--- config.mk ---
export PLATFORM = sky130hd
export DESIGN_NAME = if_fetch
export DESIGN_NICKNAME = d
export VERILOG_FILES = /design/src/rtl/if_fetch.sv
export SDC_FILE = /design/constraint.sdc
export NUM_CORES = 1
export LEC_CHECK = 0
export CAP_MARGIN = 0
export CORE_MARGIN = 5
export CORE_UTILIZATION = 49
export DETAILED_ROUTE_END_ITERATION = 8
export PLACE_DENSITY = 0.74
export SETUP_SLACK_MARGIN = 0.1
export SLEW_MARGIN = 20
export SYNTH_ARGS = -nofsm -noshare
export SYNTH_HDL_FRONTEND = slang
export SYNTH_SLANG_ARGS = --single-unit
--- constraint.sdc ---
create_clock -name clk -period 2.69 [get_ports clk]
set_input_delay 0.4035 -clock clk [delete_from_list [all_inputs] [get_ports clk]]
set_output_delay 0.4035 -clock clk [all_outputs]
set_load 0.005 [all_outputs]
--- src/rtl/if_fetch.sv ---
// rtl/if_fetch.sv - instruction fetch front end: PC, one-outstanding word fetch, output reg + 1-entry skid
module if_fetch #(
    parameter logic [31:0] RESET_PC = 32'h0000_0000,
    parameter logic [31:0] NOP_INST = 32'h0000_0013
) (
    input  logic        clk,
    input  logic        rst,
    input  logic        branch_flag_i,
    input  logic [31:0] branch_addr_i,
    input  logic        stall_i,
    output logic        ibus_req_o,
    output logic [31:0] ibus_addr_o,
    input  logic        ibus_gnt_i,
    input  logic        ibus_rvalid_i,
    input  logic [31:0] ibus_rdata_i,
    output logic        if_valid_o,
    output logic [31:0] if_pc_o,
    output logic [31:0] if_inst_o
);

    typedef enum logic [1:0] {
        ST_IDLE,
        ST_REQ,
        ST_WAIT
    } state_e;

    state_e      state_q,      state_d;
    logic [31:0] pc_q,         pc_d;
    logic [31:0] pend_pc_q,    pend_pc_d;
    logic        kill_q,       kill_d;
    logic        req_q,        req_d;
    logic [31:0] addr_q,       addr_d;
    logic        out_valid_q,  out_valid_d;
    logic [31:0] out_pc_q,     out_pc_d;
    logic [31:0] out_inst_q,   out_inst_d;
    logic        skid_valid_q, skid_valid_d;
    logic [31:0] skid_pc_q,    skid_pc_d;
    logic [31:0] skid_inst_q,  skid_inst_d;

    logic granted;
    logic resp;
    logic accept;
    logic consume;

    // Redirect targets are forced to word alignment, so the low bits are dropped.
    logic unused_branch_lsbs;
    assign unused_branch_lsbs = ^branch_addr_i[1:0];

    always_comb begin
        state_d      = state_q;
        pc_d         = pc_q;
        pend_pc_d    = pend_pc_q;
        kill_d       = kill_q;
        out_valid_d  = out_valid_q;
        out_pc_d     = out_pc_q;
        out_inst_d   = out_inst_q;
        skid_valid_d = skid_valid_q;
        skid_pc_d    = skid_pc_q;
        skid_inst_d  = skid_inst_q;

        granted = (state_q == ST_REQ) && req_q && ibus_gnt_i;
        resp    = (state_q == ST_WAIT) && ibus_rvalid_i;
        accept  = resp && !kill_q && !branch_flag_i;
        consume = out_valid_q && !stall_i;

        case (state_q)
            ST_IDLE: state_d = ST_REQ;
            ST_REQ: begin
                if (granted) begin
                    pend_pc_d = pc_q;
                    pc_d      = pc_q + 32'd4;
                    state_d   = ST_WAIT;
                end
            end
            ST_WAIT: begin
                if (resp) begin
                    kill_d  = 1'b0;
                    state_d = ST_REQ;
                end
            end
            default: state_d = ST_IDLE;
        endcase

        if (accept) begin
            if (!out_valid_q || consume) begin
                if (skid_valid_q) begin
                    out_valid_d = 1'b1;
                    out_pc_d    = skid_pc_q;
                    out_inst_d  = skid_inst_q;
                    skid_pc_d   = pend_pc_q;
                    skid_inst_d = ibus_rdata_i;
                end else begin
                    out_valid_d = 1'b1;
                    out_pc_d    = pend_pc_q;
                    out_inst_d  = ibus_rdata_i;
                end
            end else begin
                skid_valid_d = 1'b1;
                skid_pc_d    = pend_pc_q;
                skid_inst_d  = ibus_rdata_i;
            end
        end else if (consume) begin
            if (skid_valid_q) begin
                out_pc_d     = skid_pc_q;
                out_inst_d   = skid_inst_q;
                skid_valid_d = 1'b0;
            end else begin
                out_valid_d = 1'b0;
                out_inst_d  = NOP_INST;
            end
        end

        // A redirect wins over everything; an in-flight fetch becomes stale.
        if (branch_flag_i) begin
            pc_d         = {branch_addr_i[31:2], 2'b00};
            out_valid_d  = 1'b0;
            out_inst_d   = NOP_INST;
            skid_valid_d = 1'b0;
            if (granted || ((state_q == ST_WAIT) && !resp)) begin
                kill_d = 1'b1;
            end
        end

        req_d  = (state_d == ST_REQ) && !skid_valid_d;
        addr_d = pc_d;
    end

    always_ff @(posedge clk or negedge rst) begin
        if (!rst) begin
            state_q      <= ST_IDLE;
            pc_q         <= RESET_PC;
            pend_pc_q    <= RESET_PC;
            kill_q       <= 1'b0;
            req_q        <= 1'b0;
            addr_q       <= RESET_PC;
            out_valid_q  <= 1'b0;
            out_pc_q     <= 32'h0000_0000;
            out_inst_q   <= NOP_INST;
            skid_valid_q <= 1'b0;
            skid_pc_q    <= 32'h0000_0000;
            skid_inst_q  <= NOP_INST;
        end else begin
            state_q      <= state_d;
            pc_q         <= pc_d;
            pend_pc_q    <= pend_pc_d;
            kill_q       <= kill_d;
            req_q        <= req_d;
            addr_q       <= addr_d;
            out_valid_q  <= out_valid_d;
            out_pc_q     <= out_pc_d;
            out_inst_q   <= out_inst_d;
            skid_valid_q <= skid_valid_d;
            skid_pc_q    <= skid_pc_d;
            skid_inst_q  <= skid_inst_d;
        end
    end

    assign ibus_req_o  = req_q;
    assign ibus_addr_o = addr_q;
    assign if_valid_o  = out_valid_q;
    assign if_pc_o     = out_pc_q;
    assign if_inst_o   = out_inst_q;

endmodule

==> results of run 1 <==
[state kept, by name, indices dropped and copies added, names as in the netlist]
signal	cells
if_pc_o	30
ibus_addr_o	30
ibus_req_o	1
skid_inst_q	32
if_valid_o	1
skid_pc_q	30
pend_pc_q	30
if_inst_o	32
state_q	2
skid_valid_q	1
kill_q	1
[per-stage QoR]
step                      worst slack [ns]  utilization, %  std cells
after floorplan                      0.694               -        730
after global placement               0.115            61.4       1082
after detailed placement            0.0813            61.4       1082
after CTS                            0.449            65.0       1115
after global routing                 0.338            65.0       1115
final                                0.428            65.0       1115
[area by class of cell]
type | count | area, sq um | area share (%)
timing repair buffer | 185 | 1840 | 17.0
tap | 220 | 275 | 2.55
clock buffer | 21 | 470 | 4.37
multi-input combinational | 483 | 3300 | 30.6
clock inverter | 11 | 114 | 1.06
inverter | 5 | 18.8 | 0.174
sequential | 190 | 4760 | 44.2
[power groups by stage]
stage / Combinational, mW / Clock, mW / Sequential [mW]
floorplan: 0.527 / 0 / 3.41
global placement: 0.960 / 0 / 3.46
detailed placement: 0.993 / 0 / 3.49
CTS: 1.00 / 2.53 / 3.44
global route: 1.11 / 2.66 / 3.49
finish: 0.985 / 2.48 / 3.44
[how the worst max path moves through the flow]
| stage | start | end | slack, ns |
|---|---|---|---|
| 2_1_floorplan | state_q[0] | if_pc_o[25] | 0.69 |
| 3_3_place_gp | ibus_gnt_i | ibus_addr_o[31] | 0.12 |
| 3_5_place_dp | ibus_gnt_i | ibus_addr_o[28] | 0.08 |
| 4_1_cts | ibus_addr_o[2] | ibus_addr_o[24] | 0.45 |
| 5_1_grt | ibus_addr_o[2] | ibus_addr_o[26] | 0.34 |
| 6_report | ibus_addr_o[2] | ibus_addr_o[26] | 0.43 |
[layout by cell type (no fill, tap or decap), types with 5 or more instances in the layout]
| cell | instances |
|---|---|
| nand2_1 | 138 |
| dfstp_2 | 6 |
| or4_1 | 12 |
| clkinv_2 | 6 |
| dfrtp_1 | 184 |
| a22oi_1 | 29 |
| o31ai_1 | 9 |
| a31oi_1 | 18 |
| nand4_1 | 7 |
| xnor2_1 | 6 |
| inv_1 | 5 |
| mux2_1 | 7 |
| or3_1 | 9 |
| nand3_1 | 13 |
| buf_4 | 20 |
| clkdlybuf4s50_1 | 160 |
| clkbuf_16 | 17 |
| o21ai_0 | 58 |
| nor2_1 | 19 |
| mux2_2 | 115 |
[metal layers]
metal / part of all wire, % / global-route usage [%]
met5: 0 / 0
met4: 1.8 / 8.01
met3: 4.6 / 3.58
met2: 51 / 36.0
met1: 42 / 26.7
[critical path, stage by stage (launching register included)]
cell,delay [ns]
dfrtp_1,0.44
ha_1,0.25
nand3_1,0.14
or4_1,0.45
buf_4,0.22
or4_1,0.49
a31oi_1,0.18
[what timing repair did]
action | 4_1_cts | 5_1_grt
hold buffers | 1 | 0
buffers inserted | 0 | 0
hold endpoints to repair | 2 | 0
[cell families (layout without fill, tap and decap cells)]
| logic type | Yosys count | after routing | share of synthesized area (%) |
|---|---|---|---|
| buf+inv | 57 | 222 | 3.21 |
| fa+ha+maj | 1 | 1 | 0.151 |
| flops | 190 | 190 | 57.4 |
| mux | 123 | 123 | 16.7 |
| other cells | 1 | 4 | 0.0452 |
| simple gates | 220 | 220 | 12.3 |
| compound gates | 126 | 126 | 9.30 |
| xor+xnor | 9 | 9 | 0.949 |
==> impl_metrics.csv, run 1 <==
group,metric,value,unit
placement,gp_congestion,0.845,
setup_path,worstReg2RegEnd,"ibus_addr_o[26]",
synth,synth_top_area_share,55.5,%
setup_path,rrSetupSlack,0.43,ns
synth,seq_area_frac_synth,57.4,%
setup_path,cp.arrival,2.61,ns
cts,clockBufferDepth,2,
pwr,combPwrFrac,14.3,%
setup_path,critPathMaxFanout,18,
timing,min_period,2.26,ns
synth,synth_edf_count,0,
route,drt_pass1_iterations,5,
setup_path,required,3.03,ns
cts,insertion_delay,0.42,ns
synth,synth_ff_type,"dfrtp_1",
cts,clockRootBuffer,"clkbuf_16",
layout,fillers,1264,
layout,antenna_cells,0,
status,outcome,"completed",
synth,synth_top_cell_by_area,"dfrtp_1",
setup_path,criticalPathCategory,"flip-flop to flip-flop",
placement,postPlaceCellArea,10200,sq um
layout,drive_gt1_share,20.3,%
cts,cts_max_level,4,
worst_hold_path,worstHoldEndpoint,"if_inst_o[1]",
setup_path,endpoint_kind,"flip-flop",
route,detail_route.iter0.violations,371,
die,ioPinCount,168,
route,viasPerCell,5.60,
setup_path,r2r_cells,6,
worst_hold_path,min_path_type,"flip-flop to flip-flop",
pwr,ir_drop,473,uV
global_routing,grt_max_degree,76,
pwr,power_density,641,nW/um^2
die,die_area,19600,sq um
timing,rsz0062_at_grt,"false",
synth,async_flop_share,100,%
synth,synthCells,727,
route,postRouteAntennaNets,0,
worst_hold_path,min_from,"if_inst_o[1]",
setup_path,r2r_start,"ibus_addr_o[2]",
pwr,seqPwrFrac,49.8,%
pwr,p_clk_share,35.9,%
synth,synth_area_leaders,"dfrtp_1 55%, mux2_2 16%, nand2_1 6.2%, o21ai_0 3.5%, a22oi_1 2.6%",
setup_path,worstSetupStartpointType,"flip-flop",
route,drc,0,
pwr,swShare,26.7,%
global_routing,grtUsageTotal,21.0,%
die,start_util,50.1,%
synth,synth_area_per_cell,11.4,sq um
synth,yosys-top-cells-count,"184 x dfrtp_1, 138 x nand2_1, 115 x mux2_2, 58 x o21ai_0, 33 x clkbuf_1",
placement,hpwlAfterDp,13500,um
timing,clock.fmax,0.442,GHz
layout,final_area,10800,sq um
timing,fin_skew,0.00687,ns
pwr,p_sw,1.84,mW
pwr,total_power,6.91,mW
placement,io_buffers,161,
global_routing,antenna_found_initial,0,
cts,numClockSinks,190,
timing,slew_headroom,59.7,%
die,row_count,47,
synth,synth-seq-cells,190,
layout,nets,953,
worst_hold_path,whs_path_depth,2,
timing,report.final.setup_viol,0,
route,wl_per_cell,18.1,um
route,vias,6239,
global_routing,grt_pass1_vias,6641,
die,core_area,16600,sq um
synth,synth_most_common_cell,"dfrtp_1",
flow_run,maxCapViolCount,0,
pwr,internal-power,5.06,mW
timing,slew_viol_final,0,
global_routing,grt.overflow.total,0,
synth,syn_area,8300,sq um
global_routing,grt_pass1_wl,33500,um
timing,hold_viol_final,0,
timing,max_slew.worst_pin.slew,0.604,ns
route,routed_wirelength,20100,um
cts,cts_tree,"done",
cts,clk_pin_slew,0.07,ns
timing,min_period_over_period,84.1,%
synth,ys.warnings.count,0,
cts,cts_buffers,17,
die,die_y,140,um
timing,fin_hold_ws,0.475,ns
layout,areaGrowthSynthToFinish,29.8,%
timing,fin_setup_tns,0,ns
cts,cts_resized,0,
pwr,p_leak,4.86,nW
synth,ys_types,45,
die,chipWidth,140,um
Power figures use the tool's default switching activity.
==> run 2: changes to the inputs <==
clock period = 2.2 ns   (was 2.69 ns; I/O delays follow)
==> impl_metrics.csv, run 2 (synthesis gave the netlist of run 1 again) <==
group,metric,value,unit
layout,post-route-util,66.6,%
timing,final.setup.worst_slack,0.111,ns
cts,clk_pin_slew,0.07,ns
placement,postPlaceCellArea,10400,sq um
timing,rsz0062_at_grt,"true",
die,start_util,50.1,%
setup_path,crit_chain,"ha_4, nand3_2, or4_4, buf_12, or4_4, a31oi_2",
route,detail_route.iter0.violations,351,
setup_path,criticalPathCategory,"flip-flop to flip-flop",
die,die_area,19600,sq um
layout,drive_gt1_share,23.5,%
die,core_area,16600,sq um
global_routing,grtUsageTotal,21.0,%
setup_path,cpMostUsedCell,"or4_4",
route,drc,0,
layout,fillers,1250,
pwr,ir_drop,564,uV
cts,numClockSinks,190,
cts,cts_buffers,17,
layout,layout.cells.non_filler,1138,
cts,insertion_delay,0.43,ns
placement,hpwlAfterDp,14200,um
global_routing,grt.overflow.total,0,
setup_path,path_buf_inv,1,
timing,slew_viol_final,0,
die,chipWidth,140,um
timing,slew_headroom,63.3,%
layout,antenna_cells,0,
timing,hold_viol_final,0,
flow_run,maxCapViolCount,0,
timing,fin_hold_ws,0.418,ns
placement,pre_cts_ws,-0.358,ns
setup_path,endpoint_kind,"flip-flop",
global_routing,antenna_found_initial,0,
cts,clockRootBuffer,"clkbuf_16",
route,postRouteAntennaNets,0,
setup_path,critPathMaxFanout,10,
layout,final_common_cell,"dfrtp_1",
layout,nets,976,
die,ioPinCount,168,
setup_path,critPathSlowestCell,"or4_4",
setup_path,cp.arrival,2.44,ns
setup_path,slowest_delay,0.49,ns
placement,dp.cells,1100,
global_routing,grt_max_degree,50,
layout,final_area,11000,sq um
pwr,p_leak,4.99,nW
die,die_y,140,um
route,drt_pass1_iterations,5,
placement,gp_congestion,0.850,
timing,fin_skew,0.00774,ns
status,outcome,"completed",
pwr,total_power,8.58,mW
timing,min_period,2.09,ns
placement,io_buffers,161,
timing,report.final.setup_viol,0,
global_routing,grt_pass1_wl,33500,um
pwr,power_density,776,nW/um^2
route,viasPerCell,5.61,
cts,cts_max_level,4,
global_routing,grt_pass1_vias,6579,
route,wl_per_cell,18.3,um
timing,min_period_over_period,94.9,%
timing,clock.fmax,0.479,GHz
die,row_count,47,
layout,final_cell_mix,"183 x dfrtp_1, 160 x clkdlybuf4s50_1, 138 x nand2_1",
worst_hold_path,min_path_type,"input port to asynchronous set/reset pin",
route,routed_wirelength,20800,um
setup_path,worstSetupStartpointType,"flip-flop",
cts,clockBufferDepth,2,
timing,fin_setup_tns,0,ns
cts,cts_tree,"done",
layout,areaGrowthSynthToFinish,33.1,%
timing,max_slew.worst_pin.slew,0.551,ns
route,vias,6388,
setup_path,required,2.55,ns
setup_path,critPathTopFamily,"simple AND/OR/NAND/NOR gates",
run 2: changes by cell type in the layout (fill, tap and decap cells not counted), sizes merged:
cell | previous run | this run
clkinv | 6 | 2
buf | 23 | 45
inv | 6 | 14
clkbuf | 22 | 19
bufinv | 2 | 1
clkinvlp | 2 | 3
run 2: worst register-to-register path: cells and delay by family, from the launching register on:
kind | cells | cell delay, ns
compound gates | 1 | 0.21
flops | 1 | 0.43
buf+inv | 1 | 0.16
simple gates | 3 | 1.04
fa+ha+maj | 1 | 0.18
run 2: worst paths after layout:
check / startpoint / cells after the start / slack [ns] / end
setup / recovery: ibus_addr_o[3] / 6 / 0.11 / ibus_addr_o[24]
hold reg to reg: if_inst_o[1] / 2 / 0.48 / if_inst_o[1]
min in group clk: branch_addr_i[19] / 3 / 0.46 / ibus_addr_o[19]
max in group asynchronous: rst / 3 / 1.09 / state_q[0]
hold / removal: rst / 2 / 0.42 / if_pc_o[18]
setup reg to reg: ibus_addr_o[3] / 6 / 0.11 / ibus_addr_o[24]
run 2: layout make-up:
class                           instances  area (sq um)  share of cell area (%)
Tap cell                              220           275                    2.49
Clock buffer                           17           425                    3.85
Inverter                                5          18.8                   0.170
Multi-Input combinational cell        483          3350                    30.3
Sequential cell                       190          4760                    43.1
Clock inverter                         15           153                    1.38
Timing Repair Buffer                  208          2060                    18.7
run 2: power by group:
part           internal, mW  switching [mW]
sequential             3.87           0.312
clock                  1.60            1.42
combinational         0.657           0.716
run 2: metal layers:
metal / vias to the layer above / part of all wire, % / global-route usage [%]
li1: 2932 / - / -
met1: 3194 / 43 / 27.2
met2: 223 / 50 / 35.4
met3: 39 / 5.0 / 3.92
met4: 0 / 2.2 / 7.60
met5: - / 0 / 0
run 2: what timing repair did:
item,CTS,global route
resized for setup,5,11
hold buffers,1,0
setup buffers,1,4
pin swaps,1,3
endpoints found under the setup margin,3,8
hold endpoints to repair,42,0
gates cloned,0,0
==> run 3: changes to the inputs <==
CORE_MARGIN = 2   (was 5)
SKIP_LAST_GASP = 1   (was not set)
TNS_END_PERCENT = 100   (was not set)
==> impl_metrics.csv, run 3 (synthesis gave the netlist of run 1 again) <==
group,metric,value,unit
setup_path,criticalPathCategory,"flip-flop to flip-flop",
cts,clk_pin_slew,0.07,ns
timing,clock.fmax,0.479,GHz
global_routing,grt.overflow.total,0,
route,drc,0,
layout,antenna_cells,0,
route,vias,6409,
status,outcome,"completed",
cts,cts_tree,"done",
setup_path,slowest_delay,0.51,ns
setup_path,worstSetupStartpointType,"flip-flop",
pwr,internal-power,6.72,mW
global_routing,grtUsageTotal,23.6,%
timing,hold_viol_final,0,
setup_path,required,2.54,ns
cts,numClockSinks,190,
placement,gp_congestion,0.836,
setup_path,worstReg2RegEnd,"ibus_addr_o[31]",
worst_hold_path,min_from,"branch_addr_i[12]",
placement,io_buffers,161,
setup_path,endpoint_kind,"flip-flop",
timing,fin_skew,0.00665,ns
global_routing,grt_pass1_wl,33600,um
cts,insertion_delay,0.43,ns
timing,min_period,2.09,ns
die,start_util,50.1,%
die,die_y,134,um
timing,max_slew.worst_pin.slew,0.663,ns
setup_path,r2r_start,"ibus_addr_o[3]",
timing,slew_headroom,55.8,%
pwr,ir_drop,569,uV
pwr,combPwrFrac,15.1,%
setup_path,crit_chain,"and4_2, or4b_4, buf_12, or4_1, a31oi_1",
pwr,power_density,809,nW/um^2
route,detail_route.iter0.violations,346,
die,chipWidth,134,um
global_routing,antenna_found_initial,0,
flow_run,maxCapViolCount,0,
cts,clockBufferDepth,2,
route,postRouteAntennaNets,0,
setup_path,critPathTopFamily,"simple AND/OR/NAND/NOR gates",
worst_hold_path,min_path_type,"input port to flip-flop",
worst_hold_path,worstHoldEndpoint,"ibus_addr_o[12]",
cts,clockRootBuffer,"clkbuf_16",
pwr,p_clk_share,38.8,%
setup_path,path_buf_inv,1,
layout,areaGrowthSynthToFinish,34.8,%
timing,fin_setup_tns,0,ns
setup_path,r2r_cells,5,
die,row_count,47,
pwr,seqPwrFrac,46.1,%
setup_path,worst-path-stages,5,
die,core_area,16600,sq um
setup_path,cp.arrival,2.43,ns
setup_path,critPathMaxFanout,16,
layout,final_common_cell,"dfrtp_1",
pwr,total_power,9.05,mW
route,drt_pass1_iterations,5,
layout,nets,979,
route,viasPerCell,5.62,
cts,cts_buffers,17,
pwr,p_sw,2.33,mW
timing,slew_viol_final,0,
global_routing,grt_pass1_vias,6662,
route,wl_per_cell,18.3,um
die,ioPinCount,168,
timing,min_period_over_period,94.8,%
timing,report.final.setup_viol,0,
die,die_area,18000,sq um
route,routed_wirelength,20900,um
pwr,p_leak,5.06,nW
timing,rsz0062_at_grt,"true",
cts,cts_max_level,4,
global_routing,grt_max_degree,78,
pwr,swShare,25.7,%
layout,final_cell_mix,"183 x dfrtp_1, 160 x clkdlybuf4s50_1, 138 x nand2_1",
layout,drive_gt1_share,23.3,%
setup_path,critPathSlowestCell,"or4b_4",
setup_path,rrSetupSlack,0.11,ns
worst_hold_path,whs_path_depth,3,
placement,hpwlAfterDp,13800,um
[run 3: cell types whose count changed in the layout (fill, tap and decap cells not counted), moves of 2 or more]
cell | before | now
a31oi_1 | 16 | 18
a31oi_2 | 2 | 0
buf_12 | 7 | 9
bufinv_16 | 1 | 6
clkbuf_8 | 1 | 3
inv_6 | 6 | 2
inv_8 | 3 | 0
or4_1 | 9 | 11
or4_4 | 3 | 1
[run 3: repair_timing]
item                                   in CTS  in global routing
setup endpoints to repair                   1                 10
cloned                                      0                  1
hold buffers                                1                  0
setup buffers                               1                  7
resized for setup                           1                 10
endpoints found under the hold margin      65                  0
pin swaps                                   0                  4
[run 3: cell type report]
class | count | area (sq um)
multi-input cells | 483 | 3310
repair buffers | 211 | 2130
clock inverters | 13 | 234
flip-flops and latches | 190 | 4760
well taps | 220 | 275
clock buffers | 19 | 453
fillers | 1222 | 5390
inverters | 5 | 18.8
[run 3: worst max-delay path by stage]
stage          slack [ns]            from         endpoint
2_1_floorplan        0.20      state_q[0]      if_pc_o[25]
3_3_place_gp        -0.27      ibus_gnt_i  ibus_addr_o[31]
3_5_place_dp        -0.30      ibus_gnt_i  ibus_addr_o[26]
4_1_cts              0.11  ibus_addr_o[3]  ibus_addr_o[24]
5_1_grt              0.07  ibus_addr_o[3]  ibus_addr_o[19]
6_report             0.11  ibus_addr_o[3]  ibus_addr_o[31]
[run 3: power by group through the flow]
| stage | logic [mW] | registers (mW) | clock network [mW] |
|---|---|---|---|
| 3_3_place_gp | 1.27 | 4.20 | 0 |
| 6_report | 1.36 | 4.17 | 3.51 |
| 2_1_floorplan | 0.645 | 4.17 | 0 |
| 5_1_grt | 1.53 | 4.22 | 3.71 |
| 4_1_cts | 1.35 | 4.17 | 3.56 |
| 3_5_place_dp | 1.32 | 4.23 | 0 |
[run 3: tightest hold or removal path: stages]
cell	delay, ns
clkdlybuf4s50_1	0.39
nand2_1	0.06
o21ai_0	0.07
[run 3: metrics by stage]
step | setup slack (ns) | area (sq um) | utilization [%] | std cells | hold slack (ns)
after floorplan | 0.204 | 8310 | - | 730 | 0.0344
after global placement | -0.270 | 10400 | 62.5 | 1099 | 0.389
after detailed placement | -0.296 | 10400 | 62.5 | 1099 | 0.402
after CTS | 0.107 | 11100 | 66.8 | 1133 | 0.454
after global routing | 0.0658 | 11200 | 67.5 | 1141 | 0.487
final | 0.114 | 11200 | 67.5 | 1141 | 0.468
[run 3: metal layers]
metal  share of wire [%]  wire (um)  global-route usage, %
met4                 2.8        582                   9.01
met1                  42       8760                   30.5
met5                   0          0                      0
met3                 4.5        935                   3.63
met2                  51      10600                   40.4
